--- config.mk ---
export PLATFORM = sky130hd
export DESIGN_NAME = wb_arbiter
export DESIGN_NICKNAME = d
export VERILOG_FILES = /design/src/rtl/wb_arbiter_pkg.sv /design/src/rtl/wb_result_fifo.sv /design/src/rtl/wb_arbiter.sv
export SDC_FILE = /design/constraint.sdc
export NUM_CORES = 1
export LEC_CHECK = 0
export ABC_AREA = 1
export ABC_CLOCK_PERIOD_IN_PS = 3700
export CORE_MARGIN = 2
export CORE_UTILIZATION = 49
export DETAILED_ROUTE_END_ITERATION = 6
export GPL_TIMING_DRIVEN = 0
export PLACE_DENSITY = 0.79
export SLEW_MARGIN = 20
export SYNTH_ARGS = -nofsm -noshare
export SYNTH_HDL_FRONTEND = slang
export SYNTH_SLANG_ARGS = --single-unit
--- constraint.sdc ---
create_clock -name clock -period 3.7 [get_ports clock]
set_input_delay 0.37 -clock clock [delete_from_list [all_inputs] [get_ports clock]]
set_output_delay 0.37 -clock clock [all_outputs]
set_load 0.05 [all_outputs]
--- src/rtl/wb_arbiter_pkg.sv ---
// rtl/wb_arbiter_pkg.sv - shared codes and types for the writeback arbiter
package wb_arbiter_pkg;
   localparam int RD_W   = 5;
   localparam int DATA_W = 32;

   localparam logic REG_WRITE    = 1'b1;
   localparam logic REG_NO_WRITE = 1'b0;

   typedef enum logic {
      ARB_NORMAL = 1'b0,
      ARB_DRAIN  = 1'b1
   } arb_state_e;

   typedef struct packed {
      logic [RD_W-1:0]   rd;
      logic [DATA_W-1:0] data;
   } wb_entry_t;
endpackage

--- src/rtl/wb_result_fifo.sv ---
// rtl/wb_result_fifo.sv - result buffer holding long-latency writebacks
module wb_result_fifo
   import wb_arbiter_pkg::*;
#(
   parameter int DEPTH = 2
) (
   input  logic                     clock,
   input  logic                     reset,
   input  logic                     push,
   input  logic                     pop,
   input  wb_entry_t                push_entry,
   output wb_entry_t                head,
   output logic                     full,
   output logic                     empty,
   output logic [$clog2(DEPTH):0]   count
);
   localparam int PW = $clog2(DEPTH);
   localparam logic [PW:0] DEPTH_C = (PW+1)'(DEPTH);

   wb_entry_t       mem [DEPTH];
   logic [PW-1:0]   wr_ptr;
   logic [PW-1:0]   rd_ptr;
   logic            do_push;
   logic            do_pop;

   assign do_push = push && !full;
   assign do_pop  = pop && !empty;
   assign full    = (count == DEPTH_C);
   assign empty   = (count == '0);
   assign head    = mem[rd_ptr];

   // Pointers are exactly PW bits wide, so they wrap modulo DEPTH for free.
   always_ff @(posedge clock) begin
      if (reset) begin
         wr_ptr <= '0;
         rd_ptr <= '0;
         count  <= '0;
      end else begin
         if (do_push) wr_ptr <= wr_ptr + 1'b1;
         if (do_pop)  rd_ptr <= rd_ptr + 1'b1;
         case ({do_push, do_pop})
            2'b10:   count <= count + 1'b1;
            2'b01:   count <= count - 1'b1;
            default: ;
         endcase
      end
   end

   always_ff @(posedge clock) begin
      if (do_push) mem[wr_ptr] <= push_entry;
   end
endmodule

--- src/rtl/wb_arbiter.sv ---
// rtl/wb_arbiter.sv - register-file write port arbiter between pipeline and long-latency unit
module wb_arbiter
   import wb_arbiter_pkg::*;
#(
   parameter int DEPTH        = 2,
   parameter int STARVE_LIMIT = 4
) (
   input  logic              clock,
   input  logic              reset,
   input  logic              pipe_valid,
   input  logic [RD_W-1:0]   pipe_rd,
   input  logic [DATA_W-1:0] pipe_data,
   input  logic              lu_valid,
   input  logic [RD_W-1:0]   lu_rd,
   input  logic [DATA_W-1:0] lu_data,
   output logic              lu_ready,
   output logic              rf_we,
   output logic [RD_W-1:0]   rf_rd,
   output logic [DATA_W-1:0] rf_data,
   output logic              stall
);
   localparam int PW = $clog2(DEPTH);
   localparam int SW = $clog2(STARVE_LIMIT + 1);
   localparam logic [PW:0]   DEPTH_C     = (PW+1)'(DEPTH);
   localparam logic [PW:0]   ONE_C       = (PW+1)'(1);
   localparam logic [SW-1:0] STARVE_LAST = SW'(STARVE_LIMIT - 1);

   arb_state_e    state;
   arb_state_e    state_next;
   logic [SW-1:0] starve;
   logic [PW:0]   count;
   logic          full;
   logic          empty;
   logic          push;
   logic          pop;
   wb_entry_t     head;
   wb_entry_t     grant_entry;
   logic          grant_valid;
   logic          blocked;

   assign lu_ready = (count < DEPTH_C);
   assign push     = lu_valid && lu_ready;
   assign blocked  = (state == ARB_NORMAL) && pipe_valid && !empty;

   wb_result_fifo #(.DEPTH(DEPTH)) u_fifo (
      .clock      (clock),
      .reset      (reset),
      .push       (push),
      .pop        (pop),
      .push_entry ({lu_rd, lu_data}),
      .head       (head),
      .full       (full),
      .empty      (empty),
      .count      (count)
   );

   always_ff @(posedge clock) begin
      if (reset) state <= ARB_NORMAL;
      else       state <= state_next;
   end

   always_comb begin
      state_next = state;
      case (state)
         ARB_NORMAL: if (blocked && starve == STARVE_LAST) state_next = ARB_DRAIN;
         ARB_DRAIN:  if (empty || (count == ONE_C && !push)) state_next = ARB_NORMAL;
         default:    state_next = ARB_NORMAL;
      endcase
   end

   // Pipeline wins in NORMAL; DRAIN hands every cycle to the buffer head.
   always_comb begin
      stall       = (state == ARB_DRAIN);
      grant_valid = 1'b0;
      grant_entry = head;
      pop         = 1'b0;
      if (state == ARB_NORMAL && pipe_valid) begin
         grant_valid = 1'b1;
         grant_entry = {pipe_rd, pipe_data};
      end else if (!empty) begin
         grant_valid = 1'b1;
         pop         = 1'b1;
      end
   end

   always_ff @(posedge clock) begin
      if (reset || pop || empty) starve <= '0;
      else if (blocked)          starve <= starve + 1'b1;
   end

   // A grant to rd 0 is consumed but never reaches the register file.
   always_ff @(posedge clock) begin
      if (reset) begin
         rf_we   <= REG_NO_WRITE;
         rf_rd   <= '0;
         rf_data <= '0;
      end else begin
         rf_we <= (grant_valid && grant_entry.rd != '0) ? REG_WRITE : REG_NO_WRITE;
         if (grant_valid) begin
            rf_rd   <= grant_entry.rd;
            rf_data <= grant_entry.data;
         end
      end
   end
endmodule

==> insert_results.sql <==
INSERT INTO impl_metrics (metric_group, metric, value, unit) VALUES
('final_layout', 'drive_gt1_share', '14.0', '%'),
('floorplanning', 'core_area', '0.00964', 'sq mm'),
('clocking', 'cts_tree', 'done', ''),
('synthesis', 'main_synth_ff_type', 'edfxtp_1', ''),
('synthesis', 'number_of_distinct_library_cells_after_synthesis', '27', ''),
('setup_path', 'cp-end-kind', 'flip-flop', ''),
('setup_path', 'critical_path_buf_inv_count', '3', ''),
('synthesis', 'netlist.area_leader.share', '46.5', '%'),
('outcome', 'run_status', 'complete, no violations', ''),
('detailed_routing', 'met3_wirelength', '751', 'microns'),
('power', 'power.ir.vdd_worst', '0.497', 'mV'),
('detailed_routing', 'antenna_violating_nets_post_route', '0', ''),
('setup_path', 'cell_depth_of_the_worst_setup_path', '6', ''),
('floorplanning', 'fp.dieH', '103', 'microns'),
('synthesis', 'syn-instance-count', '430', ''),
('detailed_routing', 'highest_routed_layer', 'met4', ''),
('global_routing', 'grt_util_all_layers', '22.8', '%'),
('setup_path', 'crit_path_max_fanout', '22', ''),
('clocking', 'cts_sinks', '121', ''),
('setup_path', 'worst-endpoint-required', '3920', 'ps'),
('clocking', 'post_cts_resize_count', '0', ''),
('clocking', 'post-cts-setup-buffers', '0', ''),
('detailed_routing', 'drt-initial-drc-count', '230', ''),
('sta', 'timing.final.hold_violations', '0', ''),
('final_layout', 'antenna_cells_inserted', '0', ''),
('detailed_routing', 'route.detailed.vias_per_inst', '5.12', ''),
('synthesis', 'synthDominantAreaCellType', 'edfxtp_1', ''),
('final_layout', 'areaGrowthSynthToFinish', '42.1', '%'),
('final_layout', 'layout.cell_area.non_filler', '0.00679', 'sq mm'),
('placed_design', 'post-dp-hpwl', '7.84', 'mm'),
('placed_design', 'place.gp.congestion', '0.779', ''),
('synthesis', 'async_flop_share', '0', '%'),
('setup_path', 'critical_path.max_stage_delay', '610', 'ps'),
('detailed_routing', 'wl_per_cell', '16.4', 'microns'),
('sta', 'final.setup_skew', '10.3', 'ps'),
('synthesis', 'net_count_synth', '514', ''),
('setup_path', 'criticalPathCategory', 'flip-flop to flip-flop', ''),
('global_routing', 'first_global_vias', '3612', ''),
('synthesis', 'number_of_synthesized_flops_with_an_enable_pin', '74', ''),
('setup_path', 'critical_path.startpoint_type', 'flip-flop', ''),
('placed_design', 'placedCellCount', '681', ''),
('flow_run', 'timing.max_cap.violations', '0', ''),
('global_routing', 'overflow', '0', ''),
('final_layout', 'finish.cell_count_without_fillers', '713', ''),
('synthesis', 'synth-seq-cells', '121', ''),
('synthesis', 'avgSynthCellArea', '11.1', 'sq um'),
('sta', 'finalCriticalPeriod', '2230', 'ps'),
('sta', 'setup-violations-final', '0', ''),
('clocking', 'clkSlewWorstSetupHoldPaths', '60', 'ps'),
('global_routing', 'grt_max_degree', '23', ''),
('synthesis', 'synth_top_cells_by_area', 'edfxtp_1 47%, dfxtp_1 20%, nand2_1 8.4%', ''),
('clocking', 'cts_buffer_count', '17', ''),
('setup_path', 'worstRegToRegCells', '6', ''),
('detailed_routing', 'route.final.wire_length', '11.7', 'mm'),
('setup_path', 'cpLargestDelayFamily', 'simple AND/OR/NAND/NOR gates', ''),
('floorplanning', 'die-area', '0.0106', 'sq mm'),
('floorplanning', 'floorplan.initialDensity', '49.6', '%'),
('synthesis', 'synth_warnings', '0', ''),
('min_path', 'holdPathStages', '2', ''),
('setup_path', 'cp_cell_sequence', 'inv_1 > ha_1 > or2_2 > clkbuf_1 > nor2_4 > buf_16', ''),
('detailed_routing', 'dr_wl_met2', '5.91', 'mm'),
('floorplanning', 'ios', '118', ''),
('floorplanning', 'num_rows', '36', ''),
('global_routing', 'initial_antenna_violation_count', '0', ''),
('sta', 'layout_worst_path_cycle_share', '60.4', '%'),
('clocking', 'clk_latency', '520', 'ps'),
('clocking', 'cts_hold_repair.buffers', '0', ''),
('sta', 'tightestPinTransition', '742', 'ps'),
('synthesis', 'synth.yosys.seq_area_share', '66.2', '%'),
('sta', 'unrepaired_setup_endpoints_after_global_routing', 'no', ''),
('detailed_routing', 'detailroute.via_count', '3649', '');
==> power by group <==
group	internal (mW)	switching (mW)
clock network	1.06	0.636
registers	1.71	0.0875
logic	0.515	0.934
total	3.28	1.66
==> kinds of logic after synthesis <==
kind of cell | after synthesis | synth area share (%)
simple gates | 159 | 14.5
flops | 121 | 66.2
compound gates | 90 | 11.7
buf+inv | 53 | 5.87
fa+ha+maj | 6 | 1.57
xor+xnor | 1 | 0.183
==> per-layer routing <==
layer  GRT usage [%]  vias to the layer above
li1                -                     1780
met1            26.9                     1717
met2            38.3                      130
met3            6.17                       22
met4            12.0                        0
met5               0                        -
==> layout make-up <==
cell class	count	area [sq um]
timing repair buffer	118	1220
tap	133	166
buffer	28	186
sequential	121	3160
clock buffer	18	428
multi-input combinational	256	1350
clock inverter	14	185
inverter	25	93.8
fill	731	2850
==> state kept, by name, indices dropped and copies added, names as in the netlist, named ones only <==
register / count
u_fifo.mem: 74
rf_data: 32
rf_rd: 5
starve: 3
u_fifo.count: 2
rf_we: 1
stall: 1
u_fifo.rd_ptr: 1
u_fifo.wr_ptr: 1
==> cell usage after synthesis (all sizes together) (6+ instances only) <==
cell type	n
nand2	109
edfxtp	74
dfxtp	47
o21ai	27
a31oi	25
inv	25
o211ai	22
buf	21
or2	20
nand3	19
nor2	10
a21oi	7
a22oi	7
clkbuf	7
ha	6
==> per-stage QoR <==
step / utilization [%] / hold WS [ps] / worst slack (ps) / total power, mW
global route: 70.4 / 184 / 1330 / 5.14
CTS: 70.4 / 164 / 1440 / 4.95
finish: 70.4 / 178 / 1470 / 4.94
detailed placement: 64.1 / 427 / 1150 / 3.26
global placement: 63.3 / 407 / -481 / 3.18
floorplan: - / 399 / 501 / 2.73
==> cells in the final DEF (no fill, tap or decap) <==
cell type and instances:
clkdlybuf4s50_1 116, nand2_1 107, edfxtp_1 74, dfxtp_1 47, a31oi_1 25, o21ai_0 24, o211ai_1 22, inv_1 21
nand3_1 19, or2_2 16, clkbuf_16 16, buf_2 7, buf_4 7, a21oi_1 7, a22oi_1 7, clkbuf_1 6
buf_6 6, nor2_1 6, ha_1 6, inv_6 5, inv_2 4, nor2_4 4, or2_0 4, o21ai_1 3
clkinvlp_4 3, bufinv_16 3, nand2_2 2, a21o_1 2, clkbuf_8 2, clkinv_4 2, buf_16 2, buf_1 1
clkbuf_2 1, nor3_1 1, xor2_1 1, inv_8 1
==> path summary, 6_finish.rpt <==
check                                     start          endpoint  slack (ps)
worst max-delay path            u_fifo.count[0]  u_fifo.mem[1][4]        1470
worst min-delay path                      reset       rf_data[10]         180
worst min register to register        starve[0]         starve[0]         440
worst max register to register  u_fifo.count[0]  u_fifo.mem[1][4]        1470
(Power assumes the default switching activity.)
